File: src/rtl/split_slave.sv
// Split-capable memory slave: one-cycle writes, reads answered after SPLIT_LAT cycles and a re-grant.
// Optional macro SPLIT_TIMEOUT_EN adds a split_grant timeout that drops the read and pulses serr.
module split_slave #(
  parameter int DATA_W    = 8,
  parameter int ADDR_W    = 8,
  parameter int SPLIT_LAT = 4,
  parameter int GRANT_TO  = 16
) (
  input  logic              clk,
  input  logic              rstn,
  input  logic              svalid,
  input  logic              swrite,
  input  logic [ADDR_W-1:0] saddr,
  input  logic [DATA_W-1:0] swdata,
  input  logic              split_grant,
  output logic              sreadysp,
  output logic              ssplit,
  output logic [DATA_W-1:0] srdata,
  output logic              srvalid,
  output logic              serr
);

  typedef enum logic [1:0] {IDLE, SPLIT, WAIT_GRANT, RESP} state_t;

  if (SPLIT_LAT < 1 || SPLIT_LAT > 255 || GRANT_TO < 1 || GRANT_TO > 256) begin : g_param_check
    $error("split_slave: SPLIT_LAT must be 1..255 and GRANT_TO 1..256");
  end

  state_t            state, state_nxt;
  logic [7:0]        lat_cnt;
  logic [ADDR_W-1:0] addr_q;
  logic [DATA_W-1:0] rdata_q;
  logic [DATA_W-1:0] mem [2**ADDR_W];

  logic rd_req, wr_req, lat_done, grant_hit;
  assign rd_req    = (state == IDLE) && svalid && !swrite;
  assign wr_req    = (state == IDLE) && svalid && swrite;
  assign lat_done  = (state == SPLIT) && (lat_cnt == 8'd0);
  assign grant_hit = (state == WAIT_GRANT) && split_grant;

`ifdef SPLIT_TIMEOUT_EN
  logic [7:0] to_cnt;
  logic       timeout;

  // Held at zero outside WAIT_GRANT, so every entry starts a fresh count.
  always_ff @(posedge clk or negedge rstn) begin
    if (!rstn)                     to_cnt <= 8'd0;
    else if (state != WAIT_GRANT)  to_cnt <= 8'd0;
    else                           to_cnt <= to_cnt + 8'd1;
  end

  assign timeout = (state == WAIT_GRANT) && (to_cnt == 8'(GRANT_TO - 1));
  assign serr    = timeout && !split_grant;
`else
  assign serr = 1'b0;
`endif

  always_comb begin
    // NOTE: default first so every path assigns state_nxt and no latch is inferred.
    state_nxt = state;
    unique case (state)
      IDLE:       if (svalid) state_nxt = swrite ? IDLE : SPLIT;
      SPLIT:      if (lat_cnt == 8'd0) state_nxt = WAIT_GRANT;
      WAIT_GRANT: begin
        if (split_grant) state_nxt = RESP;
`ifdef SPLIT_TIMEOUT_EN
        else if (timeout) state_nxt = IDLE;
`endif
      end
      RESP:       state_nxt = IDLE;
      default:    state_nxt = IDLE;
    endcase
  end

  // NOTE: sequential state uses non-blocking assignments so all registers see pre-edge values.
  always_ff @(posedge clk or negedge rstn) begin
    if (!rstn) begin
      state   <= IDLE;
      lat_cnt <= 8'd0;
      srdata  <= '0;
    end else begin
      state <= state_nxt;
      if (rd_req)
        lat_cnt <= 8'(SPLIT_LAT - 1);
      else if (state == SPLIT && lat_cnt != 8'd0)
        lat_cnt <= lat_cnt - 8'd1;
      if (grant_hit)
        srdata <= rdata_q;
    end
  end

  // NOTE: memory and its address/data staging are deliberately not reset; contents survive rstn.
  always_ff @(posedge clk) begin
    if (wr_req)   mem[saddr] <= swdata;
    if (rd_req)   addr_q     <= saddr;
    if (lat_done) rdata_q    <= mem[addr_q];
  end

  // Handshake outputs decode straight from the state register, so reset forces them at once.
  assign sreadysp = (state == IDLE);
  assign ssplit   = (state == SPLIT);
  assign srvalid  = (state == RESP);

endmodule

File: config.mk
export PLATFORM = sky130hd
export DESIGN_NAME = split_slave
export DESIGN_NICKNAME = d
export VERILOG_FILES = /design/src/rtl/split_slave.sv
export SDC_FILE = /design/constraint.sdc
export NUM_CORES = 2
export LEC_CHECK = 0
export ABC_CLOCK_PERIOD_IN_PS = 3650
export CAP_MARGIN = 20
export CORE_ASPECT_RATIO = 0.8
export CORE_MARGIN = 2
export CORE_UTILIZATION = 63
export CTS_BUF_LIST = sky130_fd_sc_hd__clkbuf_16
export CTS_CLUSTER_SIZE = 10
export DETAILED_ROUTE_END_ITERATION = 8
export PLACE_DENSITY_LB_ADDON = 0.15
export SLEW_MARGIN = 20
export SYNTH_ARGS = -nofsm -noshare
export SYNTH_HDL_FRONTEND = slang
export SYNTH_SLANG_ARGS = --single-unit
File: constraint.sdc
create_clock -name clk -period 3.65 [get_ports clk]
set_input_delay 0.73 -clock clk [delete_from_list [all_inputs] [get_ports clk]]
set_output_delay 0.73 -clock clk [all_outputs]
set_load 0.01 [all_outputs]
Yosys cells after proc, flatten, opt, wreduce, memory -nomap -nowiden
Memory sizes are Yosys's and may differ from the RTL's. A register that Yosys moved wholly into a read port is not among the register bits.
Cells that the tools add are included.
W data, S select, Z words.
{"block": "word_totals", "output_inout_bits": 12, "ramBits": 2048, "mem_count": 1, "regBits": 26}
{"memory": "mem", "depth": 256, "width": 8, "rd": 1, "rd_ports_with_merged_regs": 1, "wr": 1, "line_no": "33", "text": "logic [DATA_W-1:0] mem [2**ADDR_W];"}
{"block": "classes", "reduce_logical": 12, "n_mux": 9, "n_addsub": 1, "eq_ne": 6}
{"operator": "$mux W8", "n": 2}
{"operator": "$logic_not A8 Y1", "n": 1}
{"operator": "$pmux W2 S4", "n": 1}
{"operator": "$reduce_bool A8 Y1", "n": 1}
{"operator": "$sub A8 B1 Y8 const B", "n": 1}
{"operator": "$logic_and A1 B1 Y1", "n": 6}
{"operator": "$mux W2", "n": 3}
{"operator": "$eq A2 B2 Y1 const B", "n": 2}
{"operator": "$ne A2 B2 Y1 const B", "n": 2}
{"operator": "$mux W1", "n": 3}
{"operator": "$reduce_and A3 Y1", "n": 1}
{"operator": "$eq A2 B1 Y1 const B", "n": 1}
{"operator": "$logic_not A2 Y1", "n": 1}
{"operator": "$ne A2 B1 Y1 const B", "n": 1}
{"operator": "$reduce_bool A2 Y1", "n": 1}
{"operator": "$logic_not A1 Y1", "n": 1}

Longest topological paths before layout
{"block": "depth", "ltp_word": 5, "ltp_mapped": 11}

Worst setup path after synthesis
Ideal clock, no wire load.
{"block": "synth_timing", "path_type": "register to register", "start": "register state[0]", "end": "memory mem[112][0], enable pin", "t_arrival_ps": 2264, "setup_slack_ps": 1015, "setup_time_ps": 370, "path_stages_with_launch": 9, "required_time_ps": 3280, "path_cell_list": "dfrtp_1 inv_1 ha_1 and3_1 clkbuf_1 clkbuf_1 nand3_1 clkbuf_1 nor2_1"}
{"block": "synth_between", "elab_chain_len": 5}
{"item": "start: declaration", "line_no": "29", "text": "state_t state, state_nxt;"}
{"item": "start signal: assignment", "line_no": "82", "text": "state <= state_nxt;"}
{"item": "$logic_not A2 Y1"}
{"item": "via sreadysp", "line_no": "16", "text": "output logic sreadysp,"}
{"item": "$logic_and A1 B1 Y1 (2 in a row)", "line_no": "37", "text": "assign wr_req = (state == IDLE) && svalid && swrite;"}
{"item": "$mux W1", "line_no": "94", "text": "if (wr_req) mem[saddr] <= swdata;"}
{"item": "$mux W1 (not written as such)", "line_no": "94"}
{"item": "end: declaration", "line_no": "33"}
The timed path passes the listed nets, and every way through them passes these cells.

==> metrics.md <==
| Metric | Value |
|---|---|
| Multi-input logic area | 17000 um2 |
| Fin crit share | 0.957 |
| Largest stage delay on the critical path | 0.55 ns |
| Reg power frac | 0.525 |
| Slowest CP cell | mux4_2 |
| Maximum VDD drop | roughly 0.00055 V |
| Drt pass-1 iters | 8 |
| Fillcell total | between 7000 and 8000 |
| Sw frac | 0.223 |
| Die Wd | 405 um |
| Fin. max-slew vios | 0 |
| Worst-path cell chain | buf_12 -> buf_12 -> buf_4 -> mux4_2 -> a22oi_1 -> nand2_1 -> nand2_1 -> nand4_1 -> o211ai_1 -> nor4_1 |
| Global-route wire length before repair | roughly 300000 um |
| DRT Wirelength | 202000 um |
| Synth cell count leaders | edfxtp_1, mux4_2, nor2_1 |
| Clock power frac | 0.388 |
| Status | finished, final reports clean |
| Worst-Skew Late Latency | between 0.8 and 0.9 ns |
| TNS Setup | 0 ns |
| Min-delay worst type | in -> async |
| Min cycle time layout | around 3.5 ns |
| Synth async-reset ratio | 0.00865 |
| Mapped Cells | 3953 |
| Maxcap violations | 0 |
| Remaining DRCs | 0 |
| Syn nets | 3981 |
| CTS tree | yes |
| Worst relative slew slack | 0.232 |
| Synth unique cells | 66 |
| Worst setup path start | addr_q[0] |
| Post-DP HPWL | around 130000 um |
| TritonCTS Buffers | around 230 |
| Initial Util | 0.635 |
| Top post-synthesis cells by area | edfxtp_1, mux4_2, mux2i_1 |
| Final std cell area, no fill | just over 90000 um2 |
| EDFF count, synth | between 2000 and 2500 |
| GP Congestion | a little under 0.9 |
| Overall global routing resource usage | 0.313 |
| Reg2Reg Depth | 10 |
| Nets | 4491 |
| Initial antenna violation count | 8 |
| Largest net degree at the start of global routing | approximately 130 |
| Fin util | 0.726 |
| PortBufs | 31 |
| Arrival time worst endpoint | between 4 and 5 ns |
| Clk buf depth | 3 |
| Die Footprint | about 130000 um2 |
| Reg-to-reg critical path startpoint | addr_q[0] |
| Pwr dens | approximately 550 nW/um2 |
| Comb pwr share | 0.086 |
| Via/cell ratio | between 6 and 7 |
| Worst setup path category | reg -> reg |
| Detailed-route via count | 42400 |
| Mapped Avg Cell Area | between 20 and 25 um2 |
| Vias in the first global route | between 40000 and 50000 |
| Root Driver | clkbuf_16 |
| 1st-iter DRT viols | 6690 |
| Count leader, synth | edfxtp_1 |
| Final hold violations | 0 |
| Final setup viols | 0 |
| RSZ-0062 raised after global routing | no |
| CP Launch Type | flip-flop |
| Largest fanout on the critical path | between 40 and 50 |
| # IOs | 33 |
| Dominant synthesized flop cell | edfxtp_1 |
| Skew final | around 0.027 ns |
| FMAX | about 290 MHz |
| Area of the mapped netlist | between 80000 and 90000 um2 |
| Placed Area | 86200 um2 |
| WL/cell | around 32 um |
| WP data required | 4.20 ns |
| Yosys top cell area share | 0.767 |
| FF+latch area | 62400 um2 |
| Core area | around 130000 um2 |
| Reg clk slew, reported paths | ~0.060 ns |
| Hold buffer count at cts | 0 |
| Area growth syn-to-layout | 14.3% |
| Int Power | a little under 0.04 W |
| Cell taking the most area after synthesis | edfxtp_1 |
| Yosys synthesis warning count | 0 |
| CTS resizes | 0 |
| Sink Count | ~2100 |
| Setup Fix Bufs, Post-CTS | 0 |
| Die height | 324 um |
| Core Rows | 117 |
| Leakage power | slightly above 30 nW |
| Congestion Overflow GR | 0 |
| H-Tree Depth | 4 |
| Yosys reg bits | between 2000 and 2500 |
| Sequential cell area fraction in the yosys report | 0.772 |
| Slew @ Worst Pin | 1.15 ns |
| Crit. End Element | flip-flop |
| Final ANT Viol Nets | 0 |
| P_sw | ~0.011 W |
| Share of cells above drive strength 1 | 0.263 |
==> logic make-up after synthesis <==
family / after synthesis / share of synthesized area
buffers and inverters: 251 / 0.0179
DFF: 2082 / 0.772
and+or+nand+nor: 552 / 0.0301
muxes: 618 / 0.141
other: 1 / 0.0000464
AOI/OAI and AO/OA: 436 / 0.0369
xor gates and xnor gates: 6 / 0.000650
adders and majority gates: 7 / 0.00108
==> power by group through the flow <==
stage | logic [W] | clock network (W) | registers (W)
2_1_floorplan | 0.00244 | 0 | 0.0270
3_3_place_gp | 0.00425 | 0 | 0.0271
3_5_place_dp | 0.00430 | 0 | 0.0271
4_1_cts | 0.00435 | 0.0199 | 0.0266
5_1_grt | 0.00459 | 0.0208 | 0.0266
6_report | 0.00437 | 0.0197 | 0.0266
==> worst paths after layout <==
path | to | slack (ns)
max in group asynchronous | lat_cnt[7] | 3.15
setup / recovery | rdata_q[4] | 0.16
hold / removal | srdata[7] | 0.25
setup reg to reg | rdata_q[4] | 0.16
hold reg to reg | lat_cnt[1] | 0.49
min in group clk | mem[234][4] | 0.35
==> cell type report <==
class                           count  area share
Inverter                           10    0.000406
Multi-Input combinational cell   1620       0.184
Clock buffer                      232      0.0628
Tap cell                         1666      0.0225
Timing Repair Buffer              522      0.0505
Sequential cell                  2082       0.675
Clock inverter                     78     0.00414
Antenna cell                        4    0.000108
==> cells in the final DEF (no fill, tap or decap), types with 75 or more instances in the layout <==
master | synthesis | final
mux4_2 | 416 | 416
nand2_1 | 85 | 85
a22oi_1 | 153 | 153
mux2i_1 | 190 | 190
inv_1 | 9 | 75
clkbuf_16 | 0 | 232
buf_4 | 23 | 440
a21oi_1 | 110 | 110
nor2_1 | 305 | 302
edfxtp_1 | 2064 | 2064
==> registers in the layout (all words and copies together) (netlist names) <==
register	cells
rdata_q	8
lat_cnt	8
srdata	8
state	2
mem	2048
addr_q	8
==> layer usage <==
| layer | vias up | share of wire | wire (um) | global-route usage |
|---|---|---|---|---|
| li1 | 17300 | - | - | - |
| met1 | 21700 | 0.39 | 79100 | 0.483 |
| met2 | 2964 | 0.45 | 90300 | 0.447 |
| met3 | 330 | 0.13 | 26500 | 0.0816 |
| met4 | 8 | 0.028 | 5710 | 0.0954 |
| met5 | - | 0.00027 | 54 | 0 |
==> worst max-delay path: cells and delay by family, from the launching register on <==
| kind | cells | cell delay, ns |
|---|---|---|
| buffers and inverters | 3 | 0.97 |
| AO/OA/AOI/OAI | 2 | 0.67 |
| multiplexers | 1 | 0.55 |
| AND/OR/NAND/NOR | 4 | 0.47 |
| flip-flops | 1 | 0.44 |
==> through the flow <==
step / hold WS (ns) / setup slack [ns] / power (W) / instances
after floorplan: 0.434 / 1.02 / 0.0294 / 3953
after global placement: 0.461 / 0.249 / 0.0313 / 5899
after detailed placement: 0.467 / 0.220 / 0.0314 / 5899
after CTS: 0.205 / 0.195 / 0.0508 / 6209
after global routing: 0.253 / 0.00939 / 0.0520 / 6211
final: 0.247 / 0.156 / 0.0506 / 6214
(Power assumes the default switching activity.)
